==> src/rtl/uart_tx_arbiter.sv <==
// Round-robin arbiter sharing one UART transmitter among N_REQ byte-stream requesters.
// Ownership is held for a whole packet; idle gap and stall timeout are counted in s_ticks.
module uart_tx_arbiter #(
    parameter int N_REQ       = 4,
    parameter int D_BITS      = 8,
    parameter int GAP_TICKS   = 16,
    parameter int STALL_TICKS = 255
) (
    input  logic                      clk,
    input  logic                      reset_n,
    input  logic                      s_tick,
    input  logic [N_REQ-1:0]          req_valid,
    input  logic [N_REQ*D_BITS-1:0]   req_data,
    input  logic [N_REQ-1:0]          req_last,
    output logic [N_REQ-1:0]          req_ready,
    output logic [N_REQ-1:0]          grant,
    output logic                      tx_start,
    output logic [D_BITS-1:0]         tx_din,
    input  logic                      tx_done_tick,
    output logic                      busy,
    output logic                      abort_tick
);

    localparam int PTR_W   = (N_REQ > 1) ? $clog2(N_REQ) : 1;
    localparam int GAP_W   = (GAP_TICKS > 0) ? $clog2(GAP_TICKS + 1) : 1;
    localparam int STALL_W = $clog2(STALL_TICKS + 1);

    localparam logic [1:0] IDLE = 2'd0;
    localparam logic [1:0] LOAD = 2'd1;
    localparam logic [1:0] SEND = 2'd2;
    localparam logic [1:0] GAP  = 2'd3;

    logic [1:0]         state;
    logic [PTR_W-1:0]   ptr;
    logic [PTR_W-1:0]   owner;
    logic               last_r;
    logic [STALL_W-1:0] stall_cnt;
    logic [GAP_W-1:0]   gap_cnt;

    logic [PTR_W-1:0]   cand;
    logic [PTR_W-1:0]   pick_idx;
    logic [PTR_W-1:0]   next_ptr;
    logic               xfer;
    logic [STALL_W-1:0] stall_inc;
    logic [GAP_W-1:0]   gap_inc;

    // Rotating search from ptr; walking offsets downward lets the smallest offset win.
    // NOTE: every variable gets a default at the top of always_comb so no path leaves
    // it unassigned, which would otherwise infer a latch.
    always_comb begin
        cand     = '0;
        pick_idx = '0;
        for (int k = N_REQ - 1; k >= 0; k--) begin
            cand = PTR_W'((int'(ptr) + k) % N_REQ);
            if (req_valid[cand]) begin
                pick_idx = cand;
            end
        end
        next_ptr = PTR_W'((int'(pick_idx) + 1) % N_REQ);
    end

    always_comb begin
        req_ready = (state == LOAD) ? grant : '0;
        xfer      = (state == LOAD) && (|(req_valid & grant));
        busy      = (state != IDLE);
        stall_inc = (stall_cnt == STALL_W'(STALL_TICKS)) ? stall_cnt : stall_cnt + 1'b1;
        gap_inc   = (gap_cnt == GAP_W'(GAP_TICKS)) ? gap_cnt : gap_cnt + 1'b1;
    end

    // NOTE: all state in this block uses non-blocking assignments so every register
    // samples the pre-edge values regardless of statement order.
    always_ff @(posedge clk or negedge reset_n) begin
        if (!reset_n) begin
            state      <= IDLE;
            ptr        <= '0;
            owner      <= '0;
            grant      <= '0;
            last_r     <= 1'b0;
            tx_din     <= '0;
            tx_start   <= 1'b0;
            abort_tick <= 1'b0;
            stall_cnt  <= '0;
            gap_cnt    <= '0;
        end else begin
            tx_start   <= 1'b0;
            abort_tick <= 1'b0;
            case (state)
                IDLE: begin
                    if (|req_valid) begin
                        grant     <= {{(N_REQ-1){1'b0}}, 1'b1} << pick_idx;
                        owner     <= pick_idx;
                        ptr       <= next_ptr;
                        stall_cnt <= '0;
                        state     <= LOAD;
                    end
                end
                LOAD: begin
                    // A transfer takes priority over a coincident final stall tick.
                    if (xfer) begin
                        tx_din   <= req_data[owner*D_BITS +: D_BITS];
                        last_r   <= req_last[owner];
                        tx_start <= 1'b1;
                        state    <= SEND;
                    end else if (s_tick) begin
                        stall_cnt <= stall_inc;
                        if (stall_inc == STALL_W'(STALL_TICKS)) begin
                            abort_tick <= 1'b1;
                            grant      <= '0;
                            gap_cnt    <= '0;
                            state      <= GAP;
                        end
                    end
                end
                SEND: begin
                    if (tx_done_tick) begin
                        if (last_r) begin
                            grant   <= '0;
                            gap_cnt <= '0;
                            state   <= GAP;
                        end else begin
                            stall_cnt <= '0;
                            state     <= LOAD;
                        end
                    end
                end
                GAP: begin
                    if (GAP_TICKS == 0) begin
                        state <= IDLE;
                    end else if (s_tick) begin
                        gap_cnt <= gap_inc;
                        if (gap_inc == GAP_W'(GAP_TICKS)) begin
                            state <= IDLE;
                        end
                    end
                end
                default: state <= IDLE;
            endcase
        end
    end

endmodule

==> config.mk <==
export PLATFORM = sky130hd
export DESIGN_NAME = uart_tx_arbiter
export DESIGN_NICKNAME = d
export VERILOG_FILES = /design/src/rtl/uart_tx_arbiter.sv
export SDC_FILE = /design/constraint.sdc
export NUM_CORES = 1
export LEC_CHECK = 0
export CAP_MARGIN = 0
export CELL_PAD_IN_SITES_DETAIL_PLACEMENT = 1
export CELL_PAD_IN_SITES_GLOBAL_PLACEMENT = 1
export CORE_MARGIN = 10
export CORE_UTILIZATION = 30
export CTS_CLUSTER_SIZE = 25
export DETAILED_ROUTE_END_ITERATION = 10
export PLACE_DENSITY_LB_ADDON = 0.05
export SYNTH_ARGS = -nofsm -noshare
export SYNTH_HDL_FRONTEND = slang
export SYNTH_SLANG_ARGS = --single-unit
==> constraint.sdc <==
create_clock -name clk -period 2.7 [get_ports clk]
set_input_delay 0.54 -clock clk [delete_from_list [all_inputs] [get_ports clk]]
set_output_delay 0.54 -clock clk [all_outputs]
set_load 0.1 [all_outputs]
==> results of run 1 <==
[kinds of logic after synthesis]
| logic type | synth area share [%] |
|---|---|
| AOI/OAI and AO/OA | 18.0 |
| xor gates and xnor gates | 0.760 |
| adders and majority gates | 5.97 |
| buffers and inverters | 3.91 |
| DFF | 36.9 |
| muxes | 17.6 |
| and+or+nand+nor | 16.8 |
[power by group through the flow]
stage	clock network [mW]	registers (mW)	logic (mW)
final	0.358	0.888	2.37
after global routing	0.401	0.930	2.55
after CTS	0.381	0.895	2.40
after detailed placement	0	0.901	2.40
after global placement	0	0.892	2.38
after floorplan	0	1.42	1.19
[cells in the final DEF, fill, tap and decap left out, types with 2 or more instances in the layout]
cell type	instances
nor3_1	2
a22oi_1	2
buf_12	5
o21ai_0	8
mux4_2	9
nand2_1	26
mux2i_1	2
inv_1	15
o22ai_1	2
buf_4	22
ha_1	10
nand3_1	5
dfrtp_1	34
nor4_1	3
mux2_4	4
mux2_2	11
a31oi_1	5
nand3b_1	2
nand2b_1	2
a22o_1	3
and2_1	5
nor2_1	9
clkbuf_8	5
clkinv_2	2
clkdlybuf4s50_1	42
and3_1	3
xnor2_1	2
nor4bb_1	2
o211a_1	2
o31ai_1	5
a21oi_1	17
nand4_1	2
o21a_1	2
nor2b_1	5
[area by class of cell]
| class | count | share of cell area (%) |
|---|---|---|
| Clock inverter | 2 | 0.316 |
| Timing Repair Buffer | 70 | 21.8 |
| Clock buffer | 5 | 2.17 |
| Sequential cell | 34 | 26.9 |
| Multi-Input combinational cell | 170 | 43.2 |
| Inverter | 15 | 1.78 |
| Tap cell | 99 | 3.91 |
[sequential cells by signal (all words and copies together) (netlist names)]
name	count
abort_tick	1
gap_cnt	5
grant	4
last_r	1
owner	2
ptr	2
stall_cnt	8
state	2
tx_din	8
tx_start	1
[routing by layer]
metal  wire (microns)  GRT usage [%]  vias up
met5                0              0        -
met4               63           3.15        0
met3              526           5.51        7
met2             3390           20.6       47
met1             2930           14.1     1008
li1                 -              -      979
[what timing repair did]
action,CTS,global route
hold buffers,0,0
gates resized for setup,0,2
endpoints found under the setup margin,0,5
[metrics by stage]
step | hold slack [ps] | setup WS [ps]
final | 345 | 238
after global routing | 406 | 53.4
after detailed placement | 501 | 44.8
after CTS | 386 | 186
after global placement | 490 | 105
after floorplan | 244 | 170
[worst max-delay path: cells and delay by family (launching register included)]
| kind | cells | cell delay [ps] |
|---|---|---|
| flops | 1 | 450 |
| mux | 1 | 330 |
| buf+inv | 1 | 160 |
| simple gates | 3 | 540 |
| fa+ha+maj | 1 | 290 |
| compound gates | 2 | 590 |
[how the worst min path moves through the flow]
stage	endpoint	from
final	gap_cnt[4]	reset_n
after global routing	stall_cnt[3]	reset_n
after floorplan	abort_tick	reset_n
after detailed placement	tx_din[3]	tx_din[3]
after CTS	stall_cnt[1]	reset_n
after global placement	tx_din[2]	tx_din[2]
==> flow_summary.ini, run 1 <==
[timing]
finalMaxSlewViolations = 0
fin_worst_skew_ps = 7.37
final.setup.tns_ps = 0
rsz0062_at_grt = no
fmax_ghz = 0.406
worst_slew_pin_slew_ps = 830
finalCritPeriodShare_pct = 91.2
fin_crit_ps = 2460
setup_violations = 0
hold_viol_final = 0
slew_headroom_pct = 44.6

[detailed_routing]
drt_iter0_drc = 65
route.detailed.drc = 0
postRouteAntennaNets = 0
routed_wirelength_microns = 6910
wl_per_cell_microns = 17.5
viasPerCell = 5.17
num_vias = 2041
first_pass_iters = 4

[yosys]
synth_area_sq_um = 2300
synth_nets = 282
ys_types = 51
ys_async_sr_fraction_pct = 100
netlist_instances = 227
ys.flop_type = dfrtp_1
yosysMostFrequentCell = dfrtp_1
synth_common_cells = 34 x dfrtp_1, 26 x nand2_1, 17 x a21oi_1
yosysTopAreaCell = dfrtp_1
yosys_warnings = 0
synth_seq_cells = 34
synth_top_area_share_pct = 36.9
synth_edf_count = 0
synthTopCellsByArea = dfrtp_1 37%, mux4_2 8.8%, ha_1 6.0%
seq_area_frac_synth_pct = 36.9
avgSynthCellArea_sq_um = 10.2

[setup_path]
regToRegEndpoint = grant[1]
worstPathArrival_ps = 2640
cp.required_ps = 2880
crit_start = stall_cnt[0]
crit_path_max_incr_delay_ps = 500
cp_slowest_cell = o41ai_4
crit_fanout = 7
worstPathCellList = ha_2 -> nand2_1 -> nor4bb_1 -> a211oi_1 -> buf_4 -> o41ai_4 -> nand3b_4 -> mux2_4
worstRegToRegCells = 8
reg2reg_from = stall_cnt[0]
start_kind = register
rrSetupSlack_ps = 240
cp-end-kind = register
endpoint = grant[1]
path_class = register to register

[pwr]
internal_power_mw = 1.73
clock_power_share_pct = 9.9
totalPowerFinal_mw = 3.62
power.leakage_nw = 1.36
ir_drop_mv = 0.679
power_frac_seq_pct = 24.6
comb_power_share_pct = 65.5
p_sw_share_pct = 52.3
power.density_nw_per_um2 = 1140
p_switching_mw = 1.89

[placed_design]
dp.cells = 388
post_dp_cell_area_sq_um = 3090
dp_hpwl_microns = 5600
io_buffers = 62
routabilityCongestion = 0.733

[layout]
final_cell_area_sq_um = 3170
multiInputGateArea_sq_um = 1370
num-fill-cells = 828
seqCellArea_sq_um = 851
final_cells = 395
drive_gt1_share_pct = 22.0
area_growth_pct = 37.5
antenna_cells = 0
fin_nets = 351
final_core_util_pct = 43.0

[cts]
clkTransAtPathRegs_ps = 70
ctsHtreeMaxLevel = 2
cts_buffers = 5
clockBufferDepth = 2
postCtsSetupRepairBufs = 0
cts_sinks = 34
tritoncts = built
clock_tree.root_cell = clkbuf_8
clk_latency_ps = 290

[floorplan]
rows = 31
core_sq_um = 7370
die_h_microns = 108
die_area_sq_um = 11600
initial_core_util_pct = 31.3
die_w_microns = 108
pin_count = 63

[min_path]
holdCritPathClass = primary input to async pin

[flow_run]
maxCapViolCount = 0

[global_route]
grt_use_total_pct = 12.4
grt_overflow = 0
grt_pass1_vias = 2260
grt_pass1_wl_microns = 11500
grt_max_degree = 35
grt_antenna_before_repair = 0

[outcome]
outcome = finished clean
(Power assumes the default switching activity.)
==> inputs of run 2 (changes only) <==
- HOLD_SLACK_MARGIN: unset -> 0.12
- SKIP_CTS_REPAIR_TIMING: unset -> 1
==> results of run 2 <==
Final layout, timing and power as in run 1 (identical DEF).
==> inputs of run 3 (changes only) <==
- HOLD_SLACK_MARGIN: 0.12 -> unset
- RECOVER_POWER: unset -> 50
==> flow_summary.ini, run 3 (same netlist as run 1, synthesis figures left out) <==
[detailed_routing]
wl_per_cell_microns = 17.4
num_vias = 2042
first_pass_iters = 4
drt_iter0_drc = 64
viasPerCell = 5.17
route.detailed.drc = 0
routed_wirelength_microns = 6890
postRouteAntennaNets = 0

[setup_path]
path_class = register to register
cp_slowest_cell = o41ai_4
crit_path_max_incr_delay_ps = 500
start_kind = register
cp-end-kind = register
worstPathCellList = ha_2 -> nand2_1 -> nor4bb_1 -> a211oi_1 -> buf_4 -> o41ai_4 -> nand3b_4 -> mux2_4
cp.required_ps = 2880
crit_fanout = 7
worstPathArrival_ps = 2640

[placed_design]
pre_cts_ws_ps = 44.8
io_buffers = 62
dp_hpwl_microns = 5600
routabilityCongestion = 0.733

[layout]
final_common_cell = clkdlybuf4s50_1
antenna_cells = 0
multiInputGateArea_sq_um = 1370
final_core_util_pct = 42.5
seqCellArea_sq_um = 851
area_growth_pct = 35.9
drive_gt1_share_pct = 18.6
layout_common_cells = 42 x clkdlybuf4s50_1, 34 x dfrtp_1, 26 x nand2_1, 17 x a21oi_1, 15 x inv_1
top_regs = stall_cnt x8, tx_din x8, gap_cnt x5
fin_nets = 351
num-fill-cells = 830

[pwr]
power.density_nw_per_um2 = 1140
power.leakage_nw = 1.32
totalPowerFinal_mw = 3.56
ir_drop_mv = 0.679

[floorplan]
initial_core_util_pct = 31.3
core_sq_um = 7370
die_w_microns = 108
pin_count = 63
rows = 31
die_area_sq_um = 11600
die_h_microns = 108

[global_route]
grt_pass1_vias = 2260
grt_use_met3_pct = 5.51
grt_antenna_before_repair = 0
grt_max_degree = 35
use_met2_pct = 20.6
grt_busiest_layer = met2
use_met1_pct = 14.1
grt_use_total_pct = 12.4
grt_overflow = 0
grt_pass1_wl_microns = 11500

[timing]
worst_slew_pin_slew_ps = 1980
hold_viol_final = 0
final.setup.tns_ps = 0
slew_headroom_pct = -32.2
finalWorstSetupSlack_ps = 238
finalMaxSlewViolations = 35
fmax_ghz = 0.406
setup_violations = 0
hold_ws_ps = 510
rsz0062_at_grt = no
fin_worst_skew_ps = 7.44
finalCritPeriodShare_pct = 91.2
fin_crit_ps = 2460

[cts]
cts_sinks = 34
clk_latency_ps = 290
ctsHtreeMaxLevel = 2
clkTransAtPathRegs_ps = 70
clockBufferDepth = 2
cts_buffers = 5
tritoncts = built
clock_tree.root_cell = clkbuf_8

[min_path]
holdCritPathClass = register to register

[flow_run]
maxCapViolCount = 1

[outcome]
outcome = finished with violations
failed_checks = max-capacitance violations, max-slew violations
run 3: cell types whose count changed in the layout (fill, tap and decap cells not counted):
cell      previous run  this run
buf_4               22        13
clkbuf_1             0        10
buf_2                1         0
run 3: final cells by class:
| class | instances | share of cell area [%] |
|---|---|---|
| clock buffers | 5 | 2.20 |
| clock inverters | 2 | 0.319 |
| inverters | 15 | 1.80 |
| multi-input cells | 170 | 43.7 |
| flip-flops and latches | 34 | 27.2 |
| well taps | 99 | 3.95 |
| repair buffers | 70 | 20.9 |
run 3: power by group:
group	total, mW	leakage, nW	internal, mW	switching, mW
Clock	0.358	0.0438	0.173	0.185
Combinational	2.32	0.841	0.826	1.49
Sequential	0.886	0.440	0.676	0.210
run 3: worst paths after layout:
path	startpoint	endpoint	slack [ps]	depth (start not counted)
min reg2reg	tx_din[3]	tx_din[3]	510	1
min in group asynchronous	reset_n	gap_cnt[4]	800	1
max	stall_cnt[0]	grant[1]	240	8
max reg2reg	stall_cnt[0]	grant[1]	240	8
min	tx_din[3]	tx_din[3]	510	1
max in group asynchronous	reset_n	tx_din[6]	750	1
run 3: critical path: cells and delay by family (launching register included):
kind | cells | cell delay, ps
AO/OA/AOI/OAI | 2 | 590
AND/OR/NAND/NOR | 3 | 540
flip-flops | 1 | 450
multiplexers | 1 | 330
adder cells (fa/ha/maj) | 1 | 290
buffers and inverters | 1 | 160
run 3: stage by stage:
| stage | std cells | instance area [sq um] |
|---|---|---|
| after floorplan | 227 | 2300 |
| after global placement | 388 | 3090 |
| after detailed placement | 388 | 3090 |
| after CTS | 395 | 3160 |
| after global routing | 395 | 3130 |
| final | 395 | 3130 |
run 3: routing by layer:
metal | part of all wire (%) | vias up
li1 | - | 979
met1 | 42 | 1009
met2 | 49 | 47
met3 | 7.6 | 7
met4 | 0.91 | 0
met5 | 0 | -
